--- config.mk ---
export PLATFORM = sky130hd
export DESIGN_NAME = seq_scan_ctrl_flat
export DESIGN_NICKNAME = d
export VERILOG_FILES = /design/src/rtl/seq_scan_ctrl_pkg.sv /design/src/rtl/seq_scan_ctrl_if.sv /design/src/rtl/seq_scan_ctrl_det.sv /design/src/rtl/seq_scan_ctrl.sv /design/src/flat_wrapper.sv
export SDC_FILE = /design/constraint.sdc
export NUM_CORES = 1
export LEC_CHECK = 0
export BUFFER_PORTS_ARGS = -buffer_cell sky130_fd_sc_hd__buf_2
export CAP_MARGIN = 20
export CORE_UTILIZATION = 42
export CTS_CLUSTER_DIAMETER = 60
export CTS_CLUSTER_SIZE = 10
export DETAILED_ROUTE_END_ITERATION = 10
export PLACE_DENSITY = 0.69
export SYNTH_ARGS = -nofsm -noshare
export SYNTH_HDL_FRONTEND = slang
export SYNTH_SLANG_ARGS = --single-unit
--- constraint.sdc ---
create_clock -name clk -period 2.28 [get_ports clk]
set_input_delay 0.456 -clock clk [delete_from_list [all_inputs] [get_ports clk]]
set_output_delay 0.456 -clock clk [all_outputs]
set_load 0.005 [all_outputs]
--- src/rtl/seq_scan_ctrl_pkg.sv ---
// Shared types and constants for the seq_scan_ctrl frame scanner.
package seq_scan_pkg;

    typedef enum logic [1:0] {
        IDLE   = 2'd0,
        SHIFT  = 2'd1,
        REPORT = 2'd2
    } state_t;

    localparam logic [3:0] PATTERN_1010 = 4'b1010;

endpackage

--- src/rtl/seq_scan_ctrl_if.sv ---
// Word-in / count-out handshake bundle for seq_scan_ctrl.
// out_sat exists only when SEQ_SCAN_SAT_EN is defined.
interface seq_scan_ctrl_if #(
    parameter int WORD_W = 16,
    parameter int CNT_W  = 8
);
    logic              in_valid;
    logic              in_ready;
    logic [WORD_W-1:0] in_data;
    logic              in_last;
    logic              out_valid;
    logic              out_ready;
    logic [CNT_W-1:0]  out_count;
`ifdef SEQ_SCAN_SAT_EN
    logic              out_sat;
`endif

    modport slave (
        input  in_valid,
        input  in_data,
        input  in_last,
        input  out_ready,
        output in_ready,
        output out_valid,
`ifdef SEQ_SCAN_SAT_EN
        output out_sat,
`endif
        output out_count
    );

    modport master (
        output in_valid,
        output in_data,
        output in_last,
        output out_ready,
        input  in_ready,
        input  out_valid,
`ifdef SEQ_SCAN_SAT_EN
        input  out_sat,
`endif
        input  out_count
    );

endinterface

--- src/rtl/seq_scan_ctrl_det.sv ---
// Enable-gated overlapping serial pattern detector with sync clear.
module seq_det_core
    import seq_scan_pkg::*;
#(
    parameter int               PAT_W   = 4,
    parameter logic [PAT_W-1:0] PATTERN = PAT_W'(PATTERN_1010)
) (
    input  logic clk,
    input  logic rst_n,
    input  logic en,
    input  logic clr,
    input  logic x,
    output logic z
);

    localparam int               SEEN_W   = $clog2(PAT_W);
    localparam logic [SEEN_W-1:0] SEEN_MAX = SEEN_W'(PAT_W - 1);

    logic [PAT_W-2:0]  hist_q, hist_d;
    logic [SEEN_W-1:0] seen_q, seen_d;
    logic [PAT_W-1:0]  win;

    assign win = {hist_q, x};
    assign z   = en && (win == PATTERN) && (seen_q == SEEN_MAX);

    always_comb begin
        hist_d = hist_q;
        seen_d = seen_q;
        if (clr) begin
            hist_d = '0;
            seen_d = '0;
        end else if (en) begin
            hist_d = win[PAT_W-2:0];
            if (seen_q != SEEN_MAX)
                seen_d = seen_q + 1'b1;
        end
    end

    always_ff @(posedge clk or negedge rst_n) begin
        if (!rst_n) begin
            hist_q <= '0;
            seen_q <= '0;
        end else begin
            hist_q <= hist_d;
            seen_q <= seen_d;
        end
    end

endmodule

--- src/rtl/seq_scan_ctrl.sv ---
// Frame controller: shifts words MSB-first into seq_det_core, reports match count.
// Optional SEQ_SCAN_SAT_EN adds the out_sat saturation flag.
module seq_scan_ctrl
    import seq_scan_pkg::*;
#(
    parameter int               WORD_W  = 16,
    parameter int               PAT_W   = 4,
    parameter logic [PAT_W-1:0] PATTERN = PAT_W'(PATTERN_1010),
    parameter int               CNT_W   = 8
) (
    input  logic            clk,
    input  logic            rst_n,
    seq_scan_ctrl_if.slave  bus
);

    localparam int               IDX_W   = $clog2(WORD_W);
    localparam logic [CNT_W-1:0] CNT_MAX = {CNT_W{1'b1}};

    state_t            state_q, state_d;
    logic [WORD_W-1:0] word_q, word_d;
    logic              last_q, last_d;
    logic [IDX_W-1:0]  idx_q, idx_d;
    logic [CNT_W-1:0]  cnt_q, cnt_d;
    logic              open_q, open_d;
`ifdef SEQ_SCAN_SAT_EN
    logic              sat_q, sat_d;
`endif

    logic det_en;
    logic det_clr;
    logic det_x;
    logic det_z;

    assign det_x         = word_q[idx_q];
    assign bus.in_ready  = (state_q == IDLE);
    assign bus.out_valid = (state_q == REPORT);
    assign bus.out_count = cnt_q;
`ifdef SEQ_SCAN_SAT_EN
    assign bus.out_sat   = sat_q;
`endif

    seq_det_core #(
        .PAT_W   (PAT_W),
        .PATTERN (PATTERN)
    ) u_det (
        .clk   (clk),
        .rst_n (rst_n),
        .en    (det_en),
        .clr   (det_clr),
        .x     (det_x),
        .z     (det_z)
    );

    always_comb begin
        state_d = state_q;
        word_d  = word_q;
        last_d  = last_q;
        idx_d   = idx_q;
        cnt_d   = cnt_q;
        open_d  = open_q;
`ifdef SEQ_SCAN_SAT_EN
        sat_d   = sat_q;
`endif
        det_en  = 1'b0;
        det_clr = 1'b0;
        unique case (state_q)
            IDLE: begin
                if (bus.in_valid) begin
                    word_d  = bus.in_data;
                    last_d  = bus.in_last;
                    idx_d   = IDX_W'(WORD_W - 1);
                    state_d = SHIFT;
                    // first word of a frame: wipe detector history and count
                    if (!open_q) begin
                        det_clr = 1'b1;
                        cnt_d   = '0;
                        open_d  = 1'b1;
`ifdef SEQ_SCAN_SAT_EN
                        sat_d   = 1'b0;
`endif
                    end
                end
            end
            SHIFT: begin
                det_en = 1'b1;
                if (det_z) begin
                    if (cnt_q == CNT_MAX) begin
`ifdef SEQ_SCAN_SAT_EN
                        sat_d = 1'b1;
`endif
                    end else begin
                        cnt_d = cnt_q + 1'b1;
                    end
                end
                idx_d = idx_q - 1'b1;
                if (idx_q == '0) begin
                    if (last_q) begin
                        state_d = REPORT;
                        open_d  = 1'b0;
                    end else begin
                        state_d = IDLE;
                    end
                end
            end
            REPORT: begin
                if (bus.out_ready)
                    state_d = IDLE;
            end
            default: state_d = IDLE;
        endcase
    end

    always_ff @(posedge clk or negedge rst_n) begin
        if (!rst_n) begin
            state_q <= IDLE;
            word_q  <= '0;
            last_q  <= 1'b0;
            idx_q   <= '0;
            cnt_q   <= '0;
            open_q  <= 1'b0;
`ifdef SEQ_SCAN_SAT_EN
            sat_q   <= 1'b0;
`endif
        end else begin
            state_q <= state_d;
            word_q  <= word_d;
            last_q  <= last_d;
            idx_q   <= idx_d;
            cnt_q   <= cnt_d;
            open_q  <= open_d;
`ifdef SEQ_SCAN_SAT_EN
            sat_q   <= sat_d;
`endif
        end
    end

endmodule

--- src/flat_wrapper.sv ---
// flat-port wrapper written by rule: the top's interface ports become plain ports
module seq_scan_ctrl_flat import seq_scan_pkg::*;
#(
    parameter int               WORD_W  = 16,
    parameter int               PAT_W   = 4,
    parameter logic [PAT_W-1:0] PATTERN = PAT_W'(PATTERN_1010),
    parameter int               CNT_W   = 8
)
  (clk, rst_n, bus_in_valid, bus_in_data, bus_in_last, bus_out_ready, bus_in_ready, bus_out_valid, bus_out_count);
  seq_scan_ctrl_if #(.WORD_W(WORD_W), .CNT_W(CNT_W)) bus_i ();
  input  logic clk;
  input  logic rst_n;
  input wire logic [$bits(bus_i.in_valid)-1:0] bus_in_valid;
  input wire logic [$bits(bus_i.in_data)-1:0] bus_in_data;
  input wire logic [$bits(bus_i.in_last)-1:0] bus_in_last;
  input wire logic [$bits(bus_i.out_ready)-1:0] bus_out_ready;
  output wire logic [$bits(bus_i.in_ready)-1:0] bus_in_ready;
  output wire logic [$bits(bus_i.out_valid)-1:0] bus_out_valid;
  output wire logic [$bits(bus_i.out_count)-1:0] bus_out_count;
  assign bus_i.in_valid = bus_in_valid;
  assign bus_i.in_data = bus_in_data;
  assign bus_i.in_last = bus_in_last;
  assign bus_i.out_ready = bus_out_ready;
  assign bus_in_ready = bus_i.in_ready;
  assign bus_out_valid = bus_i.out_valid;
  assign bus_out_count = bus_i.out_count;
  seq_scan_ctrl #(.WORD_W(WORD_W), .PAT_W(PAT_W), .PATTERN(PATTERN), .CNT_W(CNT_W)) u_core (.clk(clk), .rst_n(rst_n), .bus(bus_i));
endmodule
# Word level (Yosys, flattened, before mapping)
# Index checks and enable logic that the tools add are counted.
# op_classes
add_sub_neg	3
n_lt_le_gt_ge	1
reduce_logical	13
eq_ne	13
muxes	27
# op_table
op	n
8-bit 2-to-1 mux	4
8-bit one-hot mux with 2 select lines	1
2-bit 2-to-1 mux	7
2-bit != test (second input constant)	5
8-bit by 1-bit adder with 8-bit output (second input constant)	1
8-bit == test (second input constant)	1
1-bit 2-to-1 mux	8
4-bit one-hot mux with 2 select lines	1
3-bit 2-to-1 mux	2
2-bit by 1-bit != test with 1-bit output (second input constant)	3
2-bit one-hot mux with 3 select lines	1
2-bit AND reduction	3
2-bit nonzero test	3
4-bit by 5-bit less-than comparator with 1-bit output (second input constant)	1
5-bit AND reduction	1
1-bit binary-select mux with 4-bit select	1
2-bit == test (second input constant)	2
4-bit == test (second input constant)	1
4-bit logical NOT	1
4-bit 2-to-1 mux	1
4-bit AND reduction	1
4-bit by 1-bit subtractor with 4-bit output (second input constant)	1
3-bit AND reduction	1
2-bit by 1-bit adder with 2-bit output (second input constant)	1
other kinds (4)	5
# word_totals
word_cells	65
out_inout_bits	10
in_bits	21
ff_bits	37

# Longest topological paths before layout
# depth
ltp_word	7
ltp_mapped	7
ltp_nobuf	6

# By module
# Synthesis repeated with hierarchy kept, for this count alone.
# hier_totals
cells_unflattened	153
area_unflattened_um2	1823.0
# by_module_without_submodules
mod	instances	seq_area_each_um2	cells_each	area_each_um2
seq_scan_ctrl	1	800.8	131	1555.2
seq_det_core	1	125.1	22	267.8

# Least setup slack after synthesis
# OpenSTA, ideal clock, no wires.
# synth_path
kind	reg-to-reg
from	register u_core.idx_q[0]
to	register u_core.cnt_q[3], in the netlist u_core.bus.out_count[3]
setup_ns	0.078
n_path_buf	2
path_stages_with_launch	7
slack_ns	0.278
arrival_time_ns	1.924
required_ns	2.202
synth_period_minus_slack_ns	2.002
path_cell_list	dfrtp_1 buf_6 mux4_2 o2111a_2 buf_6 or4_1 a21oi_1
# synth_between
elab_chain_cells	7
# synth_lines
element	line_no	rtl
from (decl)	seq_scan_ctrl.sv:22	logic [IDX_W-1:0] idx_q, idx_d;
from (signal assigned)	seq_scan_ctrl.sv:128	idx_q <= idx_d;
1-bit binary-select mux with 4-bit select	seq_scan_ctrl.sv:34	assign det_x = word_q[idx_q];
1-bit 2-to-1 mux (implied by the code)	seq_scan_ctrl.sv:34	
4-bit == test	seq_scan_ctrl_det.sv:24	assign z = en && (win == PATTERN) && (seen_q == SEEN_MAX);
1-bit logical AND (2 in series)	seq_scan_ctrl_det.sv:24	
2-bit by 1-bit != test with 1-bit output (no source line)	--	
5-bit AND reduction (no source line)	--	
to (signal assigned)	seq_scan_ctrl.sv:129	cnt_q <= cnt_d;
to (decl)	seq_scan_ctrl.sv:23	logic [CNT_W-1:0] cnt_q, cnt_d;
# Every way passes these cells. The select of a mux whose other input is x is not followed.
# A chain may end at the register's enable or synchronous reset.

# Final worst setup path
# layout_path
from	register u_core.idx_q[0]
to	register u_core.cnt_q[0], in the netlist u_core.bus.out_count[0]
# Same word-level chain as after synthesis.

==> run summary <==
PwrDens - 1230 nW/um2
Synth Area in Adders - 0.0204
Die H - 68.1 um
Sequential power share - 0.413
Comb pwr share - 0.383
Clk sinks - 37
FF-to-FF setup slack - 0.10 ns
Syn Nets - 224
Worst skew pair latency - 0.29 ns
Sequential cell area - 927 um2
Max Fclk - 459 MHz
Count of hold-fix buffers inserted at cts - 0
Final Hold Viols - 0
Setup CP Type - flop to flop
Post-synth top cells - nand2_1, dfrtp_1, nor2_1
Critical-path maximum fanout - 12
Post-synthesis cell area - 1840 um2
Vias per cell - 5.14
Top post-synthesis cells by area - dfrtp_1, nand2_1, mux2i_1
Root Driver - clkbuf_8
Initial core utilization - 0.449
Post-Layout Cell Count - 288
Startpoint types - flop
Antenna violations before repair - 0
Final Skew - 0.00615 ns
Die X - 68.1 um
CP required - 2.46 ns
DRC violations left - 0
# diodes - 0
Sw frac - 0.361
Compound-Gate Fraction of Synth Area - 0.0879
Routed Antenna Nets - 0
Synth cell types - 34
Rel. slew slack - 0.445
Top-count cell post-synth - nand2_1
Setup slack after layout - 0.102 ns
Clk pin slew, worst setup/hold paths - 0.07 ns
Max IR drop VDD - 0.000697 V
Core area - 4090 um2
Final Net Count - 262
Unrepaired setup endpoints after global routing - no
EDFF count, synth - 0
Vias in the first global route - 1352
Avg WL per Cell - 13.3 um
Area grow syn2layout - 19.8%
CTS buffer count - 5
CTS tree - built
Total grt overflow - 0
Clock Path Buffers - 2
Rows - 23
Post-Syn Instances - 200
Power share of the clock group - 0.204
Multiplexer share of the synthesized area - 0.0743
R2R depth - 5
# IOs - 31
Yosys reg bits - 37
Ratio of cells with drive above 1 in the final layout - 0.227
Seq/Total Area, Yosys - 0.504
Simple-gate share of the synthesized area - 0.269
GPL Wtd Cong - 0.770
Hpwl dp - 2730 um
Final Critical Period - 2.18 ns
Worst Hold Class - input port to asynchronous set/reset pin
Slew Limit Fails - 0
Pin count of the biggest net entering global routing - 38
Int Power - 1.73 mW
R2r endpoint - u_core.bus.out_count[0]
First-pass GRT wire length - 6220 um
Synth warn - 0
Prevailing post-synth register cell - dfrtp_1
DRT Pass-1 Iters - 4
Fillers - 385
DP Worst Slack - -0.0819 ns
Number of port buffers - 30
Full die area - 4640 um2
Dpl cell area - 2070 um2
Sw Pwr - 0.973 mW
Synth async-reset ratio - 1.00
Synth area leader - dfrtp_1
Multi-input gate area - 857 um2
Endpoints failing setup - 0
Slew @ Worst Pin - 0.832 ns
# placed instances - 280
H-tree depth - 2
WL final - 3830 um
Top cell type's share of synthesized area - 0.504
Avg Inst Size Synth - 9.18 um2
Largest family of logic cells by synthesized area - simple AND/OR/NAND/NOR gates
LEAKAGE - 1.12 nW
Iter 0 DRT Violations - 101
Design Area, Final - 2200 um2
# Max-Cap Violations - 0
Xor/xnor cell area share of the yosys netlist - 0.00477
Status - completed
Gr usage total - 0.187
Critical Path End Type - flop
Final worst-path cycle share - 0.955
Worst r2r src - u_core.idx_q[0]
Worst EP arrival - 2.36 ns
Vias - 1480
-- critical path, stage by stage, from the launching register on --
cell and delay (ns):
dfrtp_2 0.43, buf_4 0.13, mux4_2 0.48, o2111a_2 0.35
or3_1 0.39, mux2_2 0.28
-- power by group through the flow --
| stage | Sequential (mW) | Combinational [mW] | Clock, mW |
|---|---|---|---|
| 6_report | 1.12 | 1.03 | 0.549 |
| 5_1_grt | 1.15 | 1.17 | 0.583 |
| 4_1_cts | 1.12 | 1.03 | 0.559 |
| 3_5_place_dp | 1.13 | 0.989 | 0 |
| 3_3_place_gp | 1.12 | 0.959 | 0 |
| 2_1_floorplan | 1.05 | 0.772 | 0 |
-- cells in the final DEF, fill, tap and decap left out, types with 2 or more instances in the layout --
cell type / netlist / final
ha_1: 3 / 3
nor3_1: 3 / 3
o31ai_1: 4 / 4
mux2i_1: 8 / 8
nor4_1: 2 / 2
clkbuf_8: 0 / 5
a21oi_1: 8 / 8
nand2_1: 65 / 65
nor2_1: 11 / 11
a22o_1: 2 / 2
dfrtp_1: 37 / 36
and3_1: 3 / 3
o21ai_0: 6 / 6
buf_2: 3 / 30
inv_1: 4 / 4
nand2b_1: 6 / 6
and4_1: 3 / 3
mux4_2: 2 / 2
or4_1: 3 / 3
buf_4: 0 / 11
nand3_1: 7 / 7
-- flip-flops by register name, indices dropped and copies added, names as in the netlist --
signal	count
u_core.word_q	16
u_core.bus.out_count	8
u_core.idx_q	4
u_core.u_det.hist_q	3
u_core.state_q	2
u_core.u_det.seen_q	2
u_core.last_q	1
u_core.open_q	1
-- what timing repair did --
item | in CTS | in global routing
endpoints found under the setup margin | 1 | 6
gates resized for setup | 1 | 1
pin swaps | 0 | 0
setup buffers | 0 | 1
-- routing by layer --
metal  track usage  part of all wire  wire, um
met1         0.269              0.50      1900
met2         0.246              0.43      1640
met3        0.0517             0.053       202
met4         0.115             0.024        93
met5             0                 0         0
-- worst max-delay path by stage --
stage | slack [ns] | startpoint | to
after global placement | -0.02 | u_core.idx_q[0] | u_core.bus.out_count[0]
after CTS | 0.004 | u_core.idx_q[0] | u_core.bus.out_count[0]
after detailed placement | -0.08 | u_core.idx_q[0] | u_core.bus.out_count[0]
after floorplan | 0.28 | u_core.idx_q[0] | u_core.bus.out_count[3]
after global routing | 0.007 | u_core.idx_q[0] | u_core.bus.out_count[0]
final | 0.10 | u_core.idx_q[0] | u_core.bus.out_count[0]
-- per-stage QoR --
step / power (mW) / hold WS (ns) / TNS (ns) / utilization
after floorplan: 1.82 / 0.160 / 0 / -
after global placement: 2.08 / 0.462 / -0.0163 / 0.507
after detailed placement: 2.12 / 0.463 / -0.0819 / 0.507
after CTS: 2.70 / 0.283 / 0 / 0.536
after global routing: 2.90 / 0.321 / 0 / 0.538
final: 2.70 / 0.254 / 0 / 0.538
-- final cells by class --
type | count | area share
inverters | 4 | 0.00683
multi-input cells | 149 | 0.390
well taps | 50 | 0.0285
clock buffers | 5 | 0.0313
repair buffers | 41 | 0.106
clock inverters | 2 | 0.0159
flip-flops and latches | 37 | 0.422
-- cell families after synthesis --
| kind of cell | count (synthesis) |
|---|---|
| buffers and inverters | 14 |
| DFF | 37 |
| and+or+nand+nor | 109 |
| xor gates and xnor gates | 1 |
| adders and majority gates | 3 |
| AOI/OAI and AO/OA | 25 |
| muxes | 11 |
Note: power is estimated with default switching activity, not from simulation.
